File: config.mk
export PLATFORM = sky130hd
export DESIGN_NAME = sdram_init_seq
export DESIGN_NICKNAME = d
export VERILOG_FILES = /design/src/rtl/sdram_pkg.sv /design/src/rtl/sdram_delay_cnt.sv /design/src/rtl/sdram_init_seq.sv
export SDC_FILE = /design/constraint.sdc
export NUM_CORES = 1
export LEC_CHECK = 0
export CORE_AREA = 5 5 70 72
export CTS_CLUSTER_DIAMETER = 80
export DETAILED_ROUTE_END_ITERATION = 7
export DIE_AREA = 0 0 75 77
export GPL_TIMING_DRIVEN = 0
export SKIP_LAST_GASP = 1
export SLEW_MARGIN = 20
export SYNTH_ARGS = -nofsm -noshare
export SYNTH_HDL_FRONTEND = slang
export SYNTH_HIERARCHICAL = 1
export SYNTH_SLANG_ARGS = --single-unit
File: constraint.sdc
create_clock -name sys_clk -period 4.7 [get_ports sys_clk]
set_input_delay 0.94 -clock sys_clk [delete_from_list [all_inputs] [get_ports sys_clk]]
set_output_delay 0.94 -clock sys_clk [all_outputs]
set_load 0.01 [all_outputs]
File: src/rtl/sdram_pkg.sv
// Shared SDRAM definitions: command encodings, init-sequencer state enum and a
// width helper reused by the controller.
package sdram_pkg;

    localparam logic [3:0] CMD_NOP         = 4'b0111;
    localparam logic [3:0] CMD_PRECHARGE   = 4'b0010;
    localparam logic [3:0] CMD_AUTOREFRESH = 4'b0001;
    localparam logic [3:0] CMD_LOAD_MODE   = 4'b0000;

    typedef enum logic [3:0] {
        ST_WAIT_PWR,
        ST_PRECHARGE,
        ST_WAIT_TRP,
        ST_AUTOREF,
        ST_WAIT_TRFC,
        ST_LOAD_MODE,
        ST_WAIT_TMRD,
        ST_LOAD_EMR,
        ST_WAIT_TEMRD,
        ST_DONE
    } init_state_t;

    function automatic int unsigned max4(input int unsigned a, input int unsigned b,
                                         input int unsigned c, input int unsigned d);
        int unsigned m;
        m = a;
        if (b > m) m = b;
        if (c > m) m = c;
        if (d > m) m = d;
        return m;
    endfunction

endpackage

File: src/rtl/sdram_delay_cnt.sv
// Loadable saturating down-counter; expired_c is high while the count sits at zero.
module sdram_delay_cnt #(
    parameter int unsigned   W       = 8,
    parameter logic [W-1:0]  RST_VAL = '0
) (
    input  logic         clk,
    input  logic         rst_n,
    input  logic         load,
    input  logic [W-1:0] load_val,
    output logic         expired_c
);

    logic [W-1:0] cnt;

    always_ff @(posedge clk or negedge rst_n) begin
        if (!rst_n) begin
            cnt <= RST_VAL;
        end else if (load) begin
            cnt <= load_val;
        end else if (cnt != '0) begin
            cnt <= cnt - W'(1);
        end
    end

    assign expired_c = (cnt == '0);

endmodule

File: src/rtl/sdram_init_seq.sv
// SDRAM power-up/initialisation sequencer: power wait, precharge-all, N_REF
// auto-refreshes, load mode (and optionally extended mode), with software re-init.
module sdram_init_seq
    import sdram_pkg::*;
#(
    parameter int unsigned ADDR_W    = 12,
    parameter int unsigned BA_W      = 2,
    parameter int unsigned T_POWER   = 15000,
    parameter int unsigned T_RP      = 2,
    parameter int unsigned T_RFC     = 7,
    parameter int unsigned T_MRD     = 2,
    parameter int unsigned N_REF     = 8,
    parameter int unsigned EMR_EN    = 0,
    parameter int unsigned MODE_WORD = 'h02C,
    parameter int unsigned EMR_WORD  = 'h000
) (
    input  logic              sys_clk,
    input  logic              sys_rst_n,
    input  logic              reinit_req,
    output logic [3:0]        init_cmd,
    output logic [BA_W-1:0]   init_ba,
    output logic [ADDR_W-1:0] init_addr,
    output logic              init_busy,
    output logic              init_done
);

    localparam int unsigned CNT_W = $clog2(max4(T_POWER, T_RP, T_RFC, T_MRD)) + 1;
    localparam int unsigned REF_W = $clog2(N_REF) + 1;
    localparam init_state_t AFTER_MRD = (EMR_EN != 0) ? ST_LOAD_EMR : ST_DONE;

    init_state_t       state;
    init_state_t       state_next;
    logic [REF_W-1:0]  ref_cnt;
    logic              ref_clr;
    logic              ref_inc;
    logic              cnt_load;
    logic [CNT_W-1:0]  cnt_val;
    logic              cnt_expired;
    logic [3:0]        cmd_c;
    logic [BA_W-1:0]   ba_c;
    logic [ADDR_W-1:0] addr_c;

    sdram_delay_cnt #(
        .W       (CNT_W),
        .RST_VAL (CNT_W'(T_POWER - 1))
    ) u_delay (
        .clk       (sys_clk),
        .rst_n     (sys_rst_n),
        .load      (cnt_load),
        .load_val  (cnt_val),
        .expired_c (cnt_expired)
    );

    always_ff @(posedge sys_clk or negedge sys_rst_n) begin
        if (!sys_rst_n) begin
            state <= ST_WAIT_PWR;
        end else begin
            state <= state_next;
        end
    end

    // Command states last one cycle; a delay of 1 lets them chain without a wait state.
    always_comb begin
        state_next = state;
        ref_inc    = 1'b0;
        cmd_c      = CMD_NOP;
        ba_c       = '1;
        addr_c     = '1;
        case (state)
            ST_WAIT_PWR: begin
                if (cnt_expired) state_next = ST_PRECHARGE;
            end
            ST_PRECHARGE: begin
                cmd_c      = CMD_PRECHARGE;
                state_next = cnt_expired ? ST_AUTOREF : ST_WAIT_TRP;
            end
            ST_WAIT_TRP: begin
                if (cnt_expired) state_next = ST_AUTOREF;
            end
            ST_AUTOREF, ST_WAIT_TRFC: begin
                if (state == ST_AUTOREF) cmd_c = CMD_AUTOREFRESH;
                if (cnt_expired) begin
                    if (ref_cnt < REF_W'(N_REF - 1)) begin
                        state_next = ST_AUTOREF;
                        ref_inc    = 1'b1;
                    end else begin
                        state_next = ST_LOAD_MODE;
                    end
                end else if (state == ST_AUTOREF) begin
                    state_next = ST_WAIT_TRFC;
                end
            end
            ST_LOAD_MODE: begin
                cmd_c      = CMD_LOAD_MODE;
                ba_c       = '0;
                addr_c     = ADDR_W'(MODE_WORD);
                state_next = cnt_expired ? AFTER_MRD : ST_WAIT_TMRD;
            end
            ST_WAIT_TMRD: begin
                if (cnt_expired) state_next = AFTER_MRD;
            end
            ST_LOAD_EMR: begin
                cmd_c      = CMD_LOAD_MODE;
                ba_c       = BA_W'(2);
                addr_c     = ADDR_W'(EMR_WORD);
                state_next = cnt_expired ? ST_DONE : ST_WAIT_TEMRD;
            end
            ST_WAIT_TEMRD: begin
                if (cnt_expired) state_next = ST_DONE;
            end
            ST_DONE: begin
                if (reinit_req) state_next = ST_PRECHARGE;
            end
            default: state_next = ST_WAIT_PWR;
        endcase

        ref_clr  = (state_next == ST_PRECHARGE);
        cnt_load = 1'b1;
        case (state_next)
            ST_PRECHARGE:              cnt_val = CNT_W'(T_RP - 1);
            ST_AUTOREF:                cnt_val = CNT_W'(T_RFC - 1);
            ST_LOAD_MODE, ST_LOAD_EMR: cnt_val = CNT_W'(T_MRD - 1);
            default: begin
                cnt_load = 1'b0;
                cnt_val  = '0;
            end
        endcase
    end

    always_ff @(posedge sys_clk or negedge sys_rst_n) begin
        if (!sys_rst_n) begin
            ref_cnt <= '0;
        end else if (ref_clr) begin
            ref_cnt <= '0;
        end else if (ref_inc) begin
            ref_cnt <= ref_cnt + REF_W'(1);
        end
    end

    // Outputs trail the state by one cycle.
    always_ff @(posedge sys_clk or negedge sys_rst_n) begin
        if (!sys_rst_n) begin
            init_cmd  <= CMD_NOP;
            init_ba   <= '1;
            init_addr <= '1;
            init_busy <= 1'b1;
            init_done <= 1'b0;
        end else begin
            init_cmd  <= cmd_c;
            init_ba   <= ba_c;
            init_addr <= addr_c;
            init_busy <= (state != ST_DONE);
            init_done <= (state == ST_DONE);
        end
    end

endmodule

* After elaboration in Yosys (flattened, before gate mapping)
Index checks and enable logic that the tools add are counted. Widths: inputs -> output; s select.
Word-level totals: register bits after elaboration 43, output and inout port bits 20
Cells by class: equality and inequality tests 14, add/sub/neg operators 2, mux-type cells 24, reductions and logical operators 10, order comparisons 1
Operators with widths (number):
- $mux 4 | 9
- $pmux 4 s8 | 1
- $mux 15 | 2
- $eq 4x3->1 const B | 6
- $pmux 12 s2 | 1
- $logic_not 15->1 | 1
- $reduce_bool 15->1 | 1
- $sub 15x1->15 const B | 1
- $eq 4x2->1 const B | 3
- $pmux 3 s3 | 1
- $eq 4x1->1 const B | 2
- $eq 4x4->1 const B | 2
- $mux 1 | 6
- $mux 3 | 2
- $pmux 3 s2 | 1
- $reduce_or 2->1 | 3
- $add 4x1->4 const B | 1
- $logic_not 4->1 | 1
- $lt 4x3->1 const B | 1
- $ne 4x4->1 const B | 1
- $pmux 2 s2 | 1
- $reduce_bool 2->1 | 2
- $reduce_or 4->1 | 1
- $reduce_or 3->1 | 1

* Longest topological paths before layout
Gate-level depths: netlist of the first run.
word-level depth 8, mapped depth 11

* Hierarchy
Netlist of the first run, hierarchy kept.
Modules (own cells, without submodules):
- sdram_init_seq | area each 912.1 um^2, times used 1, cells an instance 92
- sdram_delay_cnt | area each 840.8 um^2, times used 1, cells an instance 79

* Least setup slack after synthesis of the first run
Ideal clock, no wire load.
path kind register to register, start reg u_delay.cnt[0], end reg u_delay.cnt[1], period minus slack after synthesis 3.140 ns, path slack 1.560 ns, arrival time 3.042 ns, stages on the path, launching flop included 12, data required time 4.602 ns, buffers on the path 1, cell sequence dfstp_2 > inv_1 > ha_1 > or4b_1 > nor4b_4 > or3b_4 > o21ai_2 > a21oi_2 > inv_1 > clkbuf_1 > nor2_1 > a221oi_1
Between the ends: longest elaborated chain between the ends 7
RTL lines:
- from (decl) | line sdram_delay_cnt.sv:13 | logic [W-1:0] cnt;
- from (signal assigned) | line sdram_delay_cnt.sv:19 | cnt <= load_val;
- from (signal assigned) | line sdram_delay_cnt.sv:21 | cnt <= cnt - W'(1);
- $logic_not 15->1 (*) | line sdram_delay_cnt.sv:25 | assign expired_c = (cnt == '0);
- net cnt_expired | line sdram_init_seq.sv:38 | logic cnt_expired;
- $mux 4, or another cell as far along | line sdram_init_seq.sv:100, sdram_init_seq.sv:109
- $pmux 4 s8 (*) | line sdram_init_seq.sv:69 | case (state)
- $eq 4x1->1, or another cell as far along | line sdram_init_seq.sv:119 | case (state_next)
- $reduce_or 4->1 (no line) (*)
- $mux 1 (*) | line sdram_init_seq.sv:119
- net cnt_load | line sdram_init_seq.sv:36 | logic cnt_load;
- $mux 15 / $reduce_bool 2->1 (equally long branches)
Mark *: on every way through the listed nets, which the timed path passes. The rest lies on a longest branch. The select of a mux whose other input is x is not followed. A chain may end at the register's enable or synchronous reset.

* Worst setup path in the final report of the first run
Ends and elaborated chain as after synthesis.

==> impl_metrics.py, run 1 <==
metrics = {
    "final_layout": {
        "fin_util_pct": 50.8,
        "final_common_cell": "clkdlybuf4s50_1",
        "area_growth_pct": 22.8,
        "nets": 216,
        "final_layout_size_suffix_gt1_share_pct": 25.9,
        "antenna-diode-count": 0,
        "nFillCells": 390,
        "layout_common_cells": "20 x clkdlybuf4s50_1, 16 x dfstp_2, 15 x dfrtp_1",
    },
    "timing": {
        "fmax_mhz": 271,
        "fin_tns_setup_ns": 0,
        "clock_skew_ns": 0.00801,
        "period_share_pct": 78.4,
        "final-setup-viol-count": 0,
        "final-max-slew-violation-count": 0,
        "hold_viol_final": 0,
        "grt_setup_unrepaired": "no",
        "period_minus_slack_ns": 3.69,
        "relSlewSlack_pct": 44.7,
        "tightest_slew_ns": 0.826,
    },
    "yosys": {
        "synth_cells": 171,
        "ys.flop_type": "dfstp_2",
        "mappedNetlistArea_um2": 1750,
        "synthArstFlopShare_pct": 100,
        "ys_warn_count": 6,
        "ys_seq_area_share_pct": 45.4,
        "synth_seq_cells": 31,
        "synth.distinct_cells": 50,
        "synth_edf_count": 0,
        "synth.avg_cell_area_um2": 10.3,
    },
    "critical_path": {
        "r2r_end": "u_delay/cnt[1]",
        "cp_data_arrival_time_ns": 3.88,
        "required_ns": 4.89,
        "worst-path-max-fanout": 15,
        "start_kind": "flip-flop",
        "startpoint": "u_delay/cnt[0]",
        "criticalPathCategory": "flip-flop to flip-flop",
        "cp-end-kind": "flip-flop",
        "reg2reg_slack_ns": 1.01,
        "reg2reg_from": "u_delay/cnt[0]",
        "reg2regPathDepth": 11,
    },
    "grt": {
        "grt_pass1_vias": 1253,
        "gr-total-overflow": 0,
        "grt.total_usage_pct": 13.4,
        "grt_max_degree": 32,
        "antenna_found_initial": 0,
        "grt_pass1_wl_um": 5930,
    },
    "min_path": {
        "min_from": "ref_cnt[3]",
        "min_delay_worst_endpoint": "ref_cnt[3]",
        "hold_depth": 2,
        "hold_class": "flip-flop to flip-flop",
    },
    "cts": {
        "worstSkewPairLatency_ns": 0.29,
        "cts_tree": "done",
        "numCtsBuffers": 5,
        "clkSlewWorstSetupHoldPaths_ns": 0.06,
        "cts.repair.resized": 0,
        "cts_hold_buf": 0,
        "post_cts_buffers": 0,
        "clockBufferDepth": 2,
        "clock-root-buffer": "clkbuf_8",
        "clock_sinks": 31,
        "htreeDepth": 2,
    },
    "placed_design": {
        "hpwl_um": 2530,
        "io_buffer_count": 21,
        "routabilityCongestion": 0.826,
    },
    "detailed_routing": {
        "drt_pass1_iterations": 4,
        "wl_per_cell_um": 13.4,
        "antenna_left": 0,
        "drt_wl_total_um": 3530,
        "avgViaCountPerCell": 5.11,
        "first_iter_violations": 46,
        "drc": 0,
        "vias": 1350,
    },
    "flow_run": {
        "max_cap_viol_count": 0,
    },
    "run_status": {
        "status": "finished, final reports clean",
    },
    "die": {
        "core_um2": 4230,
        "dieArea_um2": 5780,
        "die_height_um": 77,
        "row_count": 24,
        "die_x_um": 75,
        "ios": 23,
        "initial_core_util_pct": 41.4,
    },
    "power": {
        "powerDensity_nw_per_um2": 222,
        "power.leakage_nw": 0.904,
        "worst_ir_drop_vdd_mv": 0.149,
    },
}
==> registers in the layout, summed over array words and instances, names as in the netlist <==
| signal | count |
|---|---|
| u_delay/cnt | 15 |
| init_ba | 1 |
| init_addr | 2 |
| init_done | 1 |
| ref_cnt | 4 |
| state | 4 |
| init_cmd | 3 |
| init_busy | 1 |
==> worst max-delay path, cell delays in order, from the launching register on <==
cell	delay [ns]
dfstp_2	0.38
inv_1	0.08
ha_1	0.20
or4b_1	0.58
nor4b_4	0.78
or3b_4	0.47
o21ai_2	0.07
a21oi_2	0.08
inv_1	0.16
clkbuf_1	0.42
nor2_1	0.08
a221oi_1	0.29
==> where the power goes <==
part	switching (W)	internal [W]	total [W]
Sequential	0	0.000268	0.000268
Combinational	0.00000674	0.00000158	0.00000832
Clock	0.000101	0.000101	0.000202
Total	0.000108	0.000370	0.000478
==> worst max path at each step <==
stage / cells after the start / slack [ns] / endpoint
finish: 11 / 1.01 / u_delay/cnt[1]
global route: 11 / 0.71 / u_delay/cnt[1]
CTS: 11 / 0.96 / u_delay/cnt[1]
detailed placement: 11 / 0.98 / u_delay/cnt[1]
global placement: 11 / 1.05 / u_delay/cnt[1]
floorplan: 11 / 1.56 / u_delay/cnt[1]
==> area by class of cell <==
type	instances	area (µm²)	share of cell area (%)
clock buffer	5	68.8	3.20
sequential	31	796	37.0
clock inverter	3	15.0	0.698
multi-input combinational	123	818	38.0
tap	52	65.1	3.02
timing repair buffer	21	205	9.53
buffer	20	150	6.98
inverter	9	33.8	1.57
==> routing by layer <==
metal	global-route usage [%]	part of all wire [%]	vias to the layer above
met2	19.9	48	30
met4	6.41	2.0	0
met1	17.4	44	654
li1	-	-	658
met5	0	0	-
met3	4.18	5.4	8
==> synth_stat cells (2+ instances only) <==
library cell	n	area (µm²)
inv_1	9	33.8
dfstp_2	16	420
or4_1	4	30.0
dfrtp_1	15	375
nor3b_1	4	30.0
nor3_1	7	35.0
o31ai_1	4	30.0
nor2_1	10	37.5
xor2_1	8	70.1
nand2_1	14	52.6
or2_2	2	12.5
xnor2_1	3	26.3
a21oi_1	6	30.0
clkbuf_1	3	11.3
a211oi_1	2	15.0
o21ai_0	6	30.0
a22o_1	8	70.1
buf_6	2	22.5
buf_4	13	97.6
ha_1	2	25.0
or3_1	2	12.5
nand3_1	3	15.0
==> metrics by stage <==
| stage | cell area (µm²) | power, W | setup slack, ns | instances | hold slack, ns |
|---|---|---|---|---|---|
| 5_1_grt | 2150 | 0.000501 | 0.707 | 264 | 0.542 |
| 6_report | 2150 | 0.000478 | 1.01 | 264 | 0.516 |
| 3_5_place_dp | 2070 | 0.000281 | 0.983 | 256 | 0.503 |
| 2_1_floorplan | 1800 | 0.000274 | 1.56 | 183 | 0.468 |
| 4_1_cts | 2150 | 0.000488 | 0.964 | 264 | 0.521 |
| 3_3_place_gp | 2070 | 0.000281 | 1.05 | 256 | 0.500 |
==> cell families (layout without fill, tap and decap cells) <==
group / count (synthesis) / in the layout / synth area share, %
mux: 2 / 2 / 1.21
other cells: 1 / 13 / 0.214
fa+ha+maj: 2 / 2 / 1.43
xor+xnor: 11 / 11 / 5.50
flops: 31 / 31 / 45.4
compound gates: 39 / 39 / 17.3
simple gates: 56 / 56 / 18.4
buf+inv: 29 / 58 / 10.5
Note: power is estimated with default switching activity, not from simulation.
==> inputs of run 2 (changes only) <==
--- a/config.mk
+++ b/config.mk
@@ -10,6 +10,7 @@
 export DETAILED_ROUTE_END_ITERATION = 7
 export DIE_AREA = 0 0 75 77
 export GPL_TIMING_DRIVEN = 0
+export PLACE_DENSITY = 0.66
 export SKIP_LAST_GASP = 1
 export SLEW_MARGIN = 20
 export SYNTH_ARGS = -nofsm -noshare
==> constraint.sdc (replaced) <==
create_clock -name sys_clk -period 3.31 [get_ports sys_clk]
set_input_delay 0.662 -clock sys_clk [delete_from_list [all_inputs] [get_ports sys_clk]]
set_output_delay 0.662 -clock sys_clk [all_outputs]
set_load 0.01 [all_outputs]
==> run 2 against run 1 <==
Against the previous run: register-to-register slack worse by 0.76 ns; die area stayed put; power up 49%; global-route usage shrank 0.80 points; largest cell class unchanged; hold slack worse by 0.11 ns; sequential power up 42%; clock power up 59%; first-iteration DRC count increased by 26%.
==> impl_metrics.py, run 2 (synthesis results as in run 1) <==
metrics = {
    "detailed_routing": {
        "antenna_left": 0,
        "avgViaCountPerCell": 4.96,
        "drt_wl_total_um": 3280,
        "vias": 1320,
        "first_iter_violations": 58,
        "drt_pass1_iterations": 4,
        "wl_per_cell_um": 12.3,
        "drc": 0,
    },
    "final_layout": {
        "final_common_cell": "clkdlybuf4s50_1",
        "reg.largest.list": "u_delay/cnt: 15 flops, ref_cnt: 4 flops, state: 4 flops",
        "area_growth_pct": 24.8,
        "largest_reg_flops": 15,
        "layout_common_cells": "20 x clkdlybuf4s50_1, 16 x dfstp_2, 15 x buf_4, 15 x dfrtp_1, 14 x nand2_1",
        "antenna-diode-count": 0,
        "final_cells": 266,
        "final_layout_size_suffix_gt1_share_pct": 27.1,
        "largest_register": "u_delay/cnt",
        "nets": 218,
        "stdcell_area_um2": 2190,
    },
    "critical_path": {
        "startpoint": "u_delay/cnt[0]",
        "cp_data_arrival_time_ns": 3.23,
        "criticalPathCategory": "flip-flop to flip-flop",
        "reg2reg_slack_ns": 0.26,
        "crit_path_end": "u_delay/cnt[1]",
        "worst-path-max-fanout": 7,
        "r2r_end": "u_delay/cnt[1]",
        "cp-end-kind": "flip-flop",
        "required_ns": 3.49,
        "reg2reg_from": "u_delay/cnt[0]",
        "reg2regPathDepth": 11,
        "start_kind": "flip-flop",
    },
    "timing": {
        "grt_setup_unrepaired": "no",
        "tightest_slew_ns": 0.659,
        "period_share_pct": 92.2,
        "clock_skew_ns": 0.0105,
        "final-max-slew-violation-count": 0,
        "relSlewSlack_pct": 56.1,
        "period_minus_slack_ns": 3.05,
        "hold_viol_final": 0,
        "final-setup-viol-count": 0,
        "fmax_mhz": 328,
    },
    "die": {
        "row_count": 24,
        "die_x_um": 75,
        "core_um2": 4230,
        "dieArea_um2": 5780,
        "ios": 23,
        "initial_core_util_pct": 41.4,
        "die_height_um": 77,
    },
    "grt": {
        "grt-busiest-layer": "met2",
        "use_met3_pct": 4.84,
        "grt_pass1_vias": 1218,
        "antenna_found_initial": 0,
        "grt_use_met2_pct": 17.9,
        "met1_usage_pct": 16.7,
        "grt_max_degree": 32,
        "gr-total-overflow": 0,
        "grt.total_usage_pct": 12.6,
        "grt_pass1_wl_um": 5610,
    },
    "cts": {
        "numCtsBuffers": 5,
        "clockBufferDepth": 2,
        "clock_sinks": 31,
        "clock-root-buffer": "clkbuf_8",
        "cts_hold_buf": 0,
        "cts_tree": "done",
        "worstSkewPairLatency_ns": 0.28,
        "htreeDepth": 2,
        "clkSlewWorstSetupHoldPaths_ns": 0.07,
    },
    "power": {
        "p_clk_share_pct": 45.0,
        "worst_ir_drop_vdd_mv": 0.209,
        "p_comb_share_pct": 1.6,
        "switchingPower_w": 0.000141,
        "powerDensity_nw_per_um2": 326,
        "seqPwrFrac_pct": 53.3,
        "p_sw_share_pct": 19.7,
        "power.leakage_nw": 0.924,
        "intPower_w": 0.000572,
    },
    "placed_design": {
        "placed_cells": 256,
        "io_buffer_count": 21,
        "hpwl_um": 2280,
        "routabilityCongestion": 0.764,
        "placed_cell_area_um2": 2070,
    },
    "min_path": {
        "hold_class": "input port to asynchronous set/reset pin",
    },
    "flow_run": {
        "max_cap_viol_count": 0,
    },
    "run_status": {
        "status": "finished, final reports clean",
    },
}
[run 2: cell count changes in the layout (fill, tap and decap cells not counted)]
cell,delta
or4b_4,+1
clkinv_2,-3
clkbuf_2,+1
clkbuf_8,+2
buf_4,+2
or4b_1,-1
[run 2: worst min path at each step]
stage,cells after the start,slack (ns),to
after global placement,2,0.49,ref_cnt[3]
after CTS,1,0.43,ref_cnt[0]
after detailed placement,2,0.50,ref_cnt[3]
after global routing,1,0.46,ref_cnt[0]
final,1,0.41,ref_cnt[0]
after floorplan,0,0.37,init_done
[run 2: critical path: stages (launching register included)]
cell      delay, ns
dfstp_2        0.37
inv_1          0.10
ha_1           0.21
or4b_4         0.52
nor4b_4        0.36
buf_4          0.21
and2b_4        0.20
a211oi_1       0.12
o31a_2         0.31
nor3_1         0.18
inv_1          0.07
a221oi_1       0.31
[run 2: final cells by class]
class | instances | area (µm²)
fill | 409 | 2050
multi-input combinational | 123 | 822
sequential | 31 | 796
timing repair buffer | 23 | 220
buffer | 20 | 151
clock buffer | 8 | 100
tap | 52 | 65.1
inverter | 9 | 33.8
[run 2: timing repair]
action	4_1_cts	5_1_grt
setup endpoints to repair	6	1
hold endpoints to repair	0	0
pin swaps	1	0
setup buffers	2	0
resized for setup	0	3
[run 2: routing by layer]
metal / wire, µm / share of wire, %
met1: 1470 / 45
met2: 1480 / 45
met5: 0 / 0
met3: 238 / 7.3
met4: 82 / 2.5
[run 2: per-stage QoR]
stage | utilization [%] | hold slack, ns | setup slack, ns | setup TNS [ns] | total power, W
after global routing | 51.7 | 0.464 | 0.00187 | 0 | 0.000743
final | 51.7 | 0.405 | 0.258 | 0 | 0.000712
after CTS | 51.6 | 0.428 | 0.0961 | 0 | 0.000725
after floorplan | - | 0.366 | 0.170 | 0 | 0.000389
after detailed placement | 48.8 | 0.501 | -0.334 | -1.05 | 0.000398
after global placement | 49.0 | 0.492 | -0.361 | -1.19 | 0.000399
[run 2: power groups by stage]
stage / Clock, W / Sequential [W] / Combinational [W]
final: 0.000321 / 0.000380 / 0.0000116
after floorplan: 0 / 0.000386 / 0.00000283
after CTS: 0.000333 / 0.000380 / 0.0000122
after detailed placement: 0 / 0.000386 / 0.0000122
after global routing: 0.000349 / 0.000380 / 0.0000145
after global placement: 0 / 0.000386 / 0.0000127
